### config.mk
export PLATFORM = sky130hd
export DESIGN_NAME = npu_dispatch
export DESIGN_NICKNAME = d
export VERILOG_FILES = /design/src/rtl/osyrys64_pkg.sv /design/src/rtl/npu_watchdog.sv /design/src/rtl/npu_dispatch.sv
export SDC_FILE = /design/constraint.sdc
export NUM_CORES = 1
export LEC_CHECK = 0
export BUFFER_PORTS_ARGS = -buffer_cell sky130_fd_sc_hd__buf_2
export CELL_PAD_IN_SITES_DETAIL_PLACEMENT = 2
export CELL_PAD_IN_SITES_GLOBAL_PLACEMENT = 2
export CORE_MARGIN = 2
export CORE_UTILIZATION = 25
export DETAILED_ROUTE_END_ITERATION = 16
export GPL_TIMING_DRIVEN = 0
export PLACE_DENSITY = 0.95
export SYNTH_ARGS = -nofsm -noshare
export SYNTH_HDL_FRONTEND = slang
export SYNTH_SLANG_ARGS = --single-unit
### constraint.sdc
create_clock -name clk -period 3.1 [get_ports clk]
set_input_delay 0.465 -clock clk [delete_from_list [all_inputs] [get_ports clk]]
set_output_delay 0.465 -clock clk [all_outputs]
set_load 0.05 [all_outputs]
### src/rtl/osyrys64_pkg.sv
// Shared types and constants for the osyrys64 core: NPU command opcodes,
// NPU dispatcher FSM states and the default NPU watchdog limit.
package osyrys64_pkg;

    typedef enum logic [1:0] {
        NPU_OP_NONE   = 2'b00,
        NPU_OP_MATMUL = 2'b01,
        NPU_OP_CONV   = 2'b10
    } npu_op_t;

    typedef enum logic [1:0] {
        IDLE  = 2'b00,
        ISSUE = 2'b01,
        WAIT  = 2'b10,
        WB    = 2'b11
    } npu_disp_state_t;

    localparam int NPU_TIMEOUT_DEFAULT = 1024;

endpackage

### src/rtl/npu_watchdog.sv
// NPU watchdog: a down-counter that is loaded with TIMEOUT_CYCLES-1 when an
// NPU op starts and counts down while the op is outstanding. expired is high
// while the op is still outstanding and the count has reached zero, which is
// the TIMEOUT_CYCLES-th outstanding cycle.
module npu_watchdog
    import osyrys64_pkg::*;
#(
    parameter int TIMEOUT_CYCLES = NPU_TIMEOUT_DEFAULT
) (
    input  logic clk,
    input  logic rst,
    input  logic clear,
    input  logic run,
    output logic expired
);

    localparam int CW = (TIMEOUT_CYCLES > 2) ? $clog2(TIMEOUT_CYCLES) : 1;
    localparam logic [CW-1:0] LOAD = CW'(TIMEOUT_CYCLES - 1);

    logic [CW-1:0] count_q;
    logic [CW-1:0] count_d;

    // Load on start, count down while the op is outstanding, hold at zero.
    always_comb begin
        count_d = count_q;
        if (clear) begin
            count_d = LOAD;
        end else if (run && (count_q != '0)) begin
            count_d = count_q - CW'(1);
        end
    end

    // Counter register.
    always_ff @(posedge clk) begin
        if (rst) begin
            count_q <= '0;
        end else begin
            count_q <= count_d;
        end
    end

    assign expired = run && (count_q == '0);

endmodule

### src/rtl/npu_dispatch.sv
// NPU dispatcher: takes decoded NPU instructions, issues one command to the
// NPU, stalls the scalar pipeline until the response arrives and returns the
// result as a one-cycle register-file writeback.
// Optional feature: define NPU_TIMEOUT_EN to add a watchdog that aborts an
// op after TIMEOUT_CYCLES outstanding cycles and pulses npu_timeout.
//
// state | meaning
// ------+----------------------------------------------------------------
// IDLE  | no op in flight; stray NPU responses are accepted and dropped
// ISSUE | command presented to the NPU, waiting for npu_cmd_ready
// WAIT  | command accepted, waiting for npu_rsp_valid
// WB    | one-cycle register-file writeback (suppressed for rd=0 / flushed)
module npu_dispatch
    import osyrys64_pkg::*;
#(
    parameter int XLEN           = 64,
    parameter int TIMEOUT_CYCLES = NPU_TIMEOUT_DEFAULT
) (
    input  logic            clk,
    input  logic            rst,
    input  logic            id_valid,
    input  logic            is_npu_matrix_mul,
    input  logic            is_npu_conv,
    input  logic [XLEN-1:0] rs1_data,
    input  logic [XLEN-1:0] rs2_data,
    input  logic [4:0]      rd_addr,
    input  logic            flush,
    output logic            stall,
    output logic            npu_cmd_valid,
    input  logic            npu_cmd_ready,
    output npu_op_t         npu_cmd_op,
    output logic [XLEN-1:0] npu_cmd_a,
    output logic [XLEN-1:0] npu_cmd_b,
    input  logic            npu_rsp_valid,
    output logic            npu_rsp_ready,
    input  logic [XLEN-1:0] npu_rsp_data,
    output logic            wb_valid,
    output logic [4:0]      wb_rd,
    output logic [XLEN-1:0] wb_data,
    output logic            npu_timeout
);

    // The watchdog's down-counter needs at least two cycles to be meaningful.
    if (TIMEOUT_CYCLES < 2) begin : g_bad_timeout
        $error("npu_dispatch: TIMEOUT_CYCLES must be at least 2");
    end

    npu_disp_state_t state_q, state_d;
    npu_op_t         op_q, op_d;
    logic [XLEN-1:0] a_q, a_d;
    logic [XLEN-1:0] b_q, b_d;
    logic [4:0]      rd_q, rd_d;
    logic [XLEN-1:0] data_q, data_d;
    logic            flushed_q, flushed_d;

    logic            start;
    logic            timeout_fire;

    assign start = (state_q == IDLE) && id_valid && (is_npu_matrix_mul || is_npu_conv)
                   && !flush && !rst;

`ifdef NPU_TIMEOUT_EN
    logic wd_expired;
    logic wd_run;

    assign wd_run = (state_q == ISSUE) || (state_q == WAIT);

    npu_watchdog #(
        .TIMEOUT_CYCLES(TIMEOUT_CYCLES)
    ) u_watchdog (
        .clk    (clk),
        .rst    (rst),
        .clear  (start),
        .run    (wd_run),
        .expired(wd_expired)
    );

    // A handshake or flush-abandon in the terminal cycle wins over the abort.
    assign timeout_fire = wd_expired && !rst
                          && !((state_q == ISSUE) && (npu_cmd_ready || flush))
                          && !((state_q == WAIT) && npu_rsp_valid);
`else
    assign timeout_fire = 1'b0;
`endif

    // Next-state and latch-enable logic for the dispatcher FSM.
    always_comb begin
        state_d   = state_q;
        op_d      = op_q;
        a_d       = a_q;
        b_d       = b_q;
        rd_d      = rd_q;
        data_d    = data_q;
        flushed_d = flushed_q;
        case (state_q)
            IDLE: begin
                if (start) begin
                    op_d      = is_npu_matrix_mul ? NPU_OP_MATMUL : NPU_OP_CONV;
                    a_d       = rs1_data;
                    b_d       = rs2_data;
                    rd_d      = rd_addr;
                    flushed_d = 1'b0;
                    state_d   = ISSUE;
                end
            end
            ISSUE: begin
                if (npu_cmd_ready) begin
                    // Command is gone; a coincident flush only kills the writeback.
                    flushed_d = flush;
                    state_d   = WAIT;
                end else if (flush) begin
                    state_d = IDLE;
                end else if (timeout_fire) begin
                    state_d = IDLE;
                end
            end
            WAIT: begin
                if (flush) begin
                    flushed_d = 1'b1;
                end
                if (npu_rsp_valid) begin
                    data_d  = npu_rsp_data;
                    state_d = WB;
                end else if (timeout_fire) begin
                    state_d = IDLE;
                end
            end
            WB: begin
                state_d = IDLE;
            end
            default: begin
                state_d = IDLE;
            end
        endcase
    end

    // State and operand registers.
    always_ff @(posedge clk) begin
        if (rst) begin
            state_q   <= IDLE;
            op_q      <= NPU_OP_NONE;
            a_q       <= '0;
            b_q       <= '0;
            rd_q      <= '0;
            data_q    <= '0;
            flushed_q <= 1'b0;
        end else begin
            state_q   <= state_d;
            op_q      <= op_d;
            a_q       <= a_d;
            b_q       <= b_d;
            rd_q      <= rd_d;
            data_q    <= data_d;
            flushed_q <= flushed_d;
        end
    end

    // Output decode from the registered state.
    always_comb begin
        stall         = (state_q != IDLE) || start;
        npu_cmd_valid = (state_q == ISSUE);
        npu_cmd_op    = op_q;
        npu_cmd_a     = a_q;
        npu_cmd_b     = b_q;
        npu_rsp_ready = ((state_q == IDLE) || (state_q == WAIT)) && !rst;
        wb_valid      = (state_q == WB) && (rd_q != 5'd0) && !flushed_q;
        wb_rd         = wb_valid ? rd_q : 5'd0;
        wb_data       = wb_valid ? data_q : '0;
        npu_timeout   = timeout_fire;
    end

endmodule
Word-level counts from Yosys, hierarchy flattened
Cells that the tools add are included.
- bits of input ports: 205
- word-level logic and storage cells: 48
- bits in registers: 202
- mux-type cells: 12
- reduce and logical (&&, ||, !) cells: 21
- eq/ne operators: 8
- operators by type and width (kind ; number):
    $mux 64 ; 1
    $mux 2 ; 5
    $pmux 2 s4 ; 1
    $logic_and 1x1->1 ; 7
    $ne 2x2->1 const B ; 3
    $mux 5 ; 1
    $reduce_bool 5->1 ; 1
    $eq 2x2->1 const B ; 2
    $reduce_and 2->1 ; 2
    $reduce_and 4->1 ; 1
    $logic_not 1->1 ; 3
    $logic_or 1x1->1 ; 3
    $mux 1 ; 3
    $ne 3x2->1 const B ; 1
    $pmux 1 s3 ; 1
    $reduce_and 3->1 ; 1
    $reduce_bool 3->1 ; 1
    $eq 2x1->1 const B ; 1
    $logic_not 2->1 ; 1
    $ne 2x1->1 const B ; 1
    $reduce_bool 2->1 ; 1

Logic depth before layout (Yosys ltp)
Gate-level depths: netlist of run 1.
- depth after elaboration: 7
- gate-level depth with buffers: 8
- depth with buffers taken out: 6

Worst setup path after synthesis of run 1
OpenSTA, ideal clock, no wires.
- path type: in2reg
- from: input rst
- to: register flushed_q
- required time: 3.028 ns
- path slack: 0.479 ns
- arrival: 2.550 ns
- library setup time: 0.072 ns
- stages: 4
- cell sequence: clkbuf_1 > o31ai_1 > nor3b_1 > mux2i_1
- word-level cells in the longest chain between the ends: 4
- RTL lines (what ; RTL line ; source):
    from (decl) ; npu_dispatch.sv:20 ; input logic rst,
    $logic_not 1->1 ; npu_dispatch.sv:60 ; && !flush && !rst;
    $logic_and 1x1->1 ; npu_dispatch.sv:60 ;
    $ne 2x2->1 (no source line) ; - ;
    $reduce_and 4->1 (no source line) ; - ;
    to (signal assigned) ; npu_dispatch.sv:154 ; flushed_q <= flushed_d;
    to (decl) ; npu_dispatch.sv:54 ; logic flushed_q, flushed_d;
Parallel ways exist; a longest one is shown, timed or not.
A chain may end at the register's enable or synchronous reset.

==> impl_metrics.json, run 1 <==
{
  "outcome": "complete, no violations",
  "synth.distinct_cells": 31,
  "die-area_mm2": 0.0318,
  "grt_pass1_wl_um": 53800,
  "irDropWorstVdd_uv": 370,
  "finalMaxSlewViolations": 0,
  "startpoint_type": "flop",
  "drc": 0,
  "coreArea_mm2": 0.0298,
  "end_kind": "output port",
  "synth_flop_cell": "dfxtp_1",
  "min_period_over_period_pct": 95.0,
  "synthArstFlopShare_pct": 0,
  "hold_viol": 0,
  "overflow": 0,
  "hold_buffers": 0,
  "root_buffer": "clkbuf_16",
  "powerDensity_mw_per_mm2": 590,
  "cts_tree": "yes",
  "grt_setup_unrepaired": "no",
  "syn_nets": 1188,
  "synth.cell_area_mm2": 0.00759,
  "cap_violations": 0,
  "ys_top_cells_by_count": "397 x nand2_1, 202 x dfxtp_1, 200 x a21oi_1, 70 x and2_1, 46 x clkbuf_1",
  "yosys.area.top_type_share_pct": 53.3,
  "dp_hpwl_um": 27000,
  "clk_pin_slew_ns": 0.06,
  "max_slew_margin_pct": 50.1,
  "tns_ns": 0,
  "routed_wl_um": 36300,
  "avgSynthCellArea_um2": 7.77,
  "num_vias": 8475,
  "die_width_um": 178,
  "cts_htree_levels": 1,
  "arrival_ns": 2.48,
  "via_per_inst": 4.64,
  "detail-route-antenna-nets": 0,
  "drt_pass1_iterations": 5,
  "regToRegSetupSlack_ns": 0.77,
  "gp_congestion": 0.773,
  "path_class": "flop to output port",
  "synthTopCellsByArea": "dfxtp_1 53%, nand2_1 20%, a21oi_1 13%",
  "die_h_um": 178,
  "p_total_uw": 6510,
  "slowest_stage": "dfxtp_1",
  "grt_max_degree": 13,
  "clock_path_buffers": 3,
  "first_global_vias": 9493,
  "fin_crit_ns": 2.95,
  "ys_seq_area_share_pct": 53.3,
  "hold_class": "primary input to flop",
  "numPortBuffers": 406,
  "drive_gt1_share_pct": 33.7,
  "crit_fanout": 10,
  "num_rows": 63,
  "clk_latency_ns": 0.53,
  "synth_edf_count": 0,
  "ys_seq_elements": 202,
  "crit_path_max_incr_delay_ns": 0.42,
  "drt_iter0_markers": 220,
  "fmax_mhz": 339,
  "grt_use_total_pct": 21.9,
  "fillCellCount": 3514,
  "worstPathRequired_ns": 2.63,
  "yosysWarnings": 0,
  "synthMostInstantiatedCell": "nand2_1",
  "ios": 409,
  "finClkSkew_ns": 0.0119,
  "worst_pin_slew_ns": 0.748,
  "netlist_instances": 977,
  "fin_nets": 1622,
  "setup_viol": 0,
  "cts_inserted_buffers": 26,
  "clock-sinks": 202,
  "antenna_found_initial": 5,
  "syn_to_final_growth_pct": 45.4,
  "initial_core_util_pct": 25.5,
  "total_leakage_power_uw": 0.00496,
  "wl_per_cell_um": 19.9,
  "crit_chain": "ha_1 -> nor2b_4 -> o21a_1 -> clkbuf_4 -> clkbuf_2 -> and2_1 -> buf_2",
  "yosys.area.top_type": "dfxtp_1"
}
## report_power, final
| group | leakage [uW] | switching (uW) | internal, uW |
|---|---|---|---|
| clock network | 0.000438 | 1220 | 1910 |
| logic | 0.00289 | 481 | 208 |
| registers | 0.00163 | 38.0 | 2660 |
| total | 0.00496 | 1740 | 4780 |
## flip-flops by register name (all words and copies together), names as in the netlist, named ones only
register / cells
data_q: 64
npu_cmd_a: 64
npu_cmd_b: 64
rd_q: 5
npu_cmd_op: 2
flushed_q: 1
state_q: 1
## final cells by class
cell class / count / area [um2] / share of cell area [%]
flip-flops and latches: 202 / 4050 / 36.7
multi-input cells: 698 / 3180 / 28.8
repair buffers: 406 / 2040 / 18.5
clock buffers: 34 / 732 / 6.63
well taps: 390 / 488 / 4.42
plain buffers: 74 / 369 / 3.34
clock inverters: 13 / 150 / 1.36
diodes: 6 / 15.0 / 0.136
inverters: 3 / 11.3 / 0.102
## final timing paths
check	from	end	cells past startpoint
worst max register to register	state_q[0]	data_q[33]	7
worst max-delay path	flop	wb_data[29]	7
worst min register to register	data_q[35]	data_q[35]	2
worst min-delay path	npu_rsp_data[56]	data_q[56]	3
## logic make-up after synthesis
logic type                 Yosys count  share of synthesized area, %
buffers and inverters               77                          4.90
adders and majority gates            6                         0.989
and+or+nand+nor                    482                          26.7
other                                1                        0.0494
muxes                                2                         0.264
DFF                                202                          53.3
AOI/OAI and AO/OA                  207                          13.8
## stage by stage
step                      setup slack (ns)  cell area [um2]  util [%]  hold slack, ns  cells
after floorplan                      0.479             7590         -           0.432    977
after global placement               0.343            10100      33.9           0.437   1773
after detailed placement             0.235            10100      33.9           0.446   1773
after CTS                          0.00343            11000      37.0           0.153   1820
after global routing                0.0145            11000      37.0           0.169   1824
final                                0.153            11000      37.0           0.174   1826
## metal layers
layer	track usage [%]	up-vias	share of wire [%]	routed length, um
met4	7.01	0	3.2	1150
met3	5.18	62	6.2	2250
met1	22.7	4146	37	13300
met2	42.9	269	54	19500
met5	0	-	0	0
li1	-	3998	-	-
## repair_timing
item	in CTS	in global routing
pin swaps	0	0
resized for setup	12	2
endpoints found under the setup margin	50	58
setup buffers	0	0
## cell usage in the layout (no fill, tap or decap), drive strengths merged, types with 2 or more instances in the layout
master  count
and2       70
clkbuf     81
diode       6
ha          6
a21oi     200
dfxtp     202
o21ai       2
mux2i       2
bufinv      3
inv         4
nor2        4
nand2b      3
buf       433
clkinv      8
nand2     397
## critical path: cells and delay by family, from the launching register on
family / cells / cell delay [ns]
adder cells (fa/ha/maj): 1 / 0.19
flip-flops: 1 / 0.42
buffers and inverters: 3 / 0.78
AND/OR/NAND/NOR: 2 / 0.38
AO/OA/AOI/OAI: 1 / 0.18
Power figures use the tool's default switching activity.
==> run 2, diff against run 1 <==
- CORE_UTILIZATION: 25 -> 23
- PLACE_DENSITY: 0.95 -> 0.89
- clock period: 3.1 -> 2.9 ns (I/O delays scaled with it)
==> run 2 against run 1 <==
Sequential power up 7%; via count down 1.1%; die area up 8.5%; worst hold slack worse by 0.013 ns; first-iteration DRC count down 9.1%; clock power down 1%; largest cell class unchanged.
==> impl_metrics.json, run 2 (synthesis gave the netlist of run 1 again) <==
{
  "outcome": "complete, no violations",
  "detail-route-antenna-nets": 0,
  "hold_path_end": "npu_cmd_b[12]",
  "seqPwrFrac_pct": 42.9,
  "clock-sinks": 202,
  "startpoint_type": "flop",
  "fillCellCount": 3922,
  "total_leakage_power_uw": 0.00490,
  "slowest_stage": "or4_1",
  "cts_htree_levels": 1,
  "worst_pin_slew_ns": 0.790,
  "finalMaxSlewViolations": 0,
  "fin_nets": 1621,
  "wl_per_cell_um": 18.5,
  "pwr-share-comb_pct": 10.9,
  "grt_max_degree": 12,
  "via_per_inst": 4.47,
  "clock_path_buffers": 3,
  "tns_ns": 0,
  "drt_iter0_markers": 200,
  "final_cell_mix": "397 x nand2_1, 377 x buf_2, 200 x a21oi_1, 200 x dfxtp_1, 70 x and2_1",
  "clock_power_share_pct": 46.2,
  "p_sw_uw": 1760,
  "powerDensity_mw_per_mm2": 602,
  "regToRegSetupSlack_ns": 0.56,
  "overflow": 0,
  "drive_gt1_share_pct": 33.4,
  "worstPathRequired_ns": 2.47,
  "numPortBuffers": 406,
  "clk_latency_ns": 0.51,
  "r2r-end": "data_q[35]",
  "die-area_mm2": 0.0345,
  "hold_buffers": 0,
  "finClkSkew_ns": 0.00497,
  "whs_ns": 0.161,
  "crit_chain": "or4_1 -> o21a_1 -> buf_4 -> clkbuf_2 -> and2_1 -> clkbuf_4",
  "cts_tree": "yes",
  "root_buffer": "clkbuf_16",
  "clk_pin_slew_ns": 0.06,
  "num_rows": 66,
  "post_cts_resized": 23,
  "path_class": "flop to output port",
  "dp_hpwl_um": 26300,
  "irDropWorstVdd_uv": 315,
  "fin_crit_ns": 2.74,
  "end_kind": "output port",
  "routed_wl_um": 34700,
  "ios": 409,
  "max_slew_margin_pct": 47.4,
  "swShare_pct": 26.2,
  "antenna_found_initial": 6,
  "grt_pass1_wl_um": 51800,
  "finish.utilization_pct": 34.2,
  "first_global_vias": 9377,
  "holdCritStartpoint": "rs2_data[12]",
  "drt_pass1_iterations": 4,
  "design_area_mm2": 0.0111,
  "min_period_over_period_pct": 94.5,
  "num_vias": 8385,
  "grt_setup_unrepaired": "no",
  "crit_fanout": 10,
  "final_common_cell": "nand2_1",
  "place_area_mm2": 0.0102,
  "setup_viol": 0,
  "fmax_mhz": 365,
  "cap_violations": 0,
  "die_h_um": 186,
  "grt_use_total_pct": 19.3,
  "coreArea_mm2": 0.0325,
  "drc": 0,
  "syn_to_final_growth_pct": 46.7,
  "r2r_cells": 7,
  "hold_viol": 0,
  "arrival_ns": 2.31,
  "r2r-start": "state_q[0]",
  "hold_class": "primary input to flop",
  "internal_power_uw": 4950,
  "cts_inserted_buffers": 25,
  "gp_congestion": 0.766,
  "crit_path_max_incr_delay_ns": 0.52,
  "die_width_um": 186,
  "cts_setup_buffers": 0,
  "initial_core_util_pct": 23.3,
  "min_delay_path_depth": 3
}
## run 2: cell types whose count changed in the layout (fill, tap and decap cells not counted), sizes merged
cell	change
clkinvlp	-1
clkbuf	+30
diode	+2
clkinv	-3
inv	-1
buf	-27
bufinv	-1
## run 2: power groups by stage
stage | Sequential [uW] | Combinational, uW | Clock (uW)
2_1_floorplan | 3130 | 228 | 0
6_report | 2880 | 731 | 3090
3_5_place_dp | 2940 | 735 | 0
4_1_cts | 2880 | 741 | 3200
5_1_grt | 2880 | 792 | 3320
3_3_place_gp | 2930 | 713 | 0
## run 2: layer usage
| layer | global-route usage [%] | up-vias | part of all wire [%] |
|---|---|---|---|
| met5 | 0 | - | 0.052 |
| li1 | - | 3993 | - |
| met2 | 36.7 | 288 | 52 |
| met4 | 6.14 | 4 | 3.0 |
| met3 | 5.87 | 73 | 7.8 |
| met1 | 20.1 | 4027 | 37 |
## run 2: worst max-delay path, delay by kind of cell, from the launching register on
family / cells / cell delay [ns]
simple gates: 2 / 0.70
flops: 1 / 0.33
buf+inv: 3 / 0.57
compound gates: 1 / 0.19
## run 2: through the flow
stage | setup slack (ns) | instances | total power (uW)
finish | 0.159 | 1877 | 6700
global placement | 0.113 | 1825 | 3650
CTS | 0.000885 | 1869 | 6820
global route | 0.0336 | 1873 | 6990
detailed placement | 0.119 | 1825 | 3670
floorplan | 0.309 | 977 | 3360
## run 2: area by class of cell
type | instances | area, um2 | share of cell area (%)
diodes | 8 | 20.0 | 0.180
plain buffers | 74 | 374 | 3.36
flip-flops and latches | 202 | 4050 | 36.3
inverters | 3 | 11.3 | 0.101
clock buffers | 37 | 721 | 6.47
repair buffers | 406 | 2140 | 19.3
well taps | 442 | 553 | 4.97
multi-input cells | 698 | 3180 | 28.6
clock inverters | 7 | 85.1 | 0.764
## run 2: worst max-delay path by stage
| stage | startpoint | end | slack [ns] | depth (start not counted) |
|---|---|---|---|---|
| final | rd_q[0] | wb_data[10] | 0.16 | 6 |
| after global routing | state_q[0] | wb_data[30] | 0.03 | 7 |
| after CTS | state_q[0] | wb_data[46] | 0.0009 | 7 |
| after detailed placement | state_q[0] | wb_data[33] | 0.12 | 7 |
| after global placement | state_q[0] | wb_data[23] | 0.11 | 7 |
| after floorplan | rst | flushed_q | 0.31 | 4 |
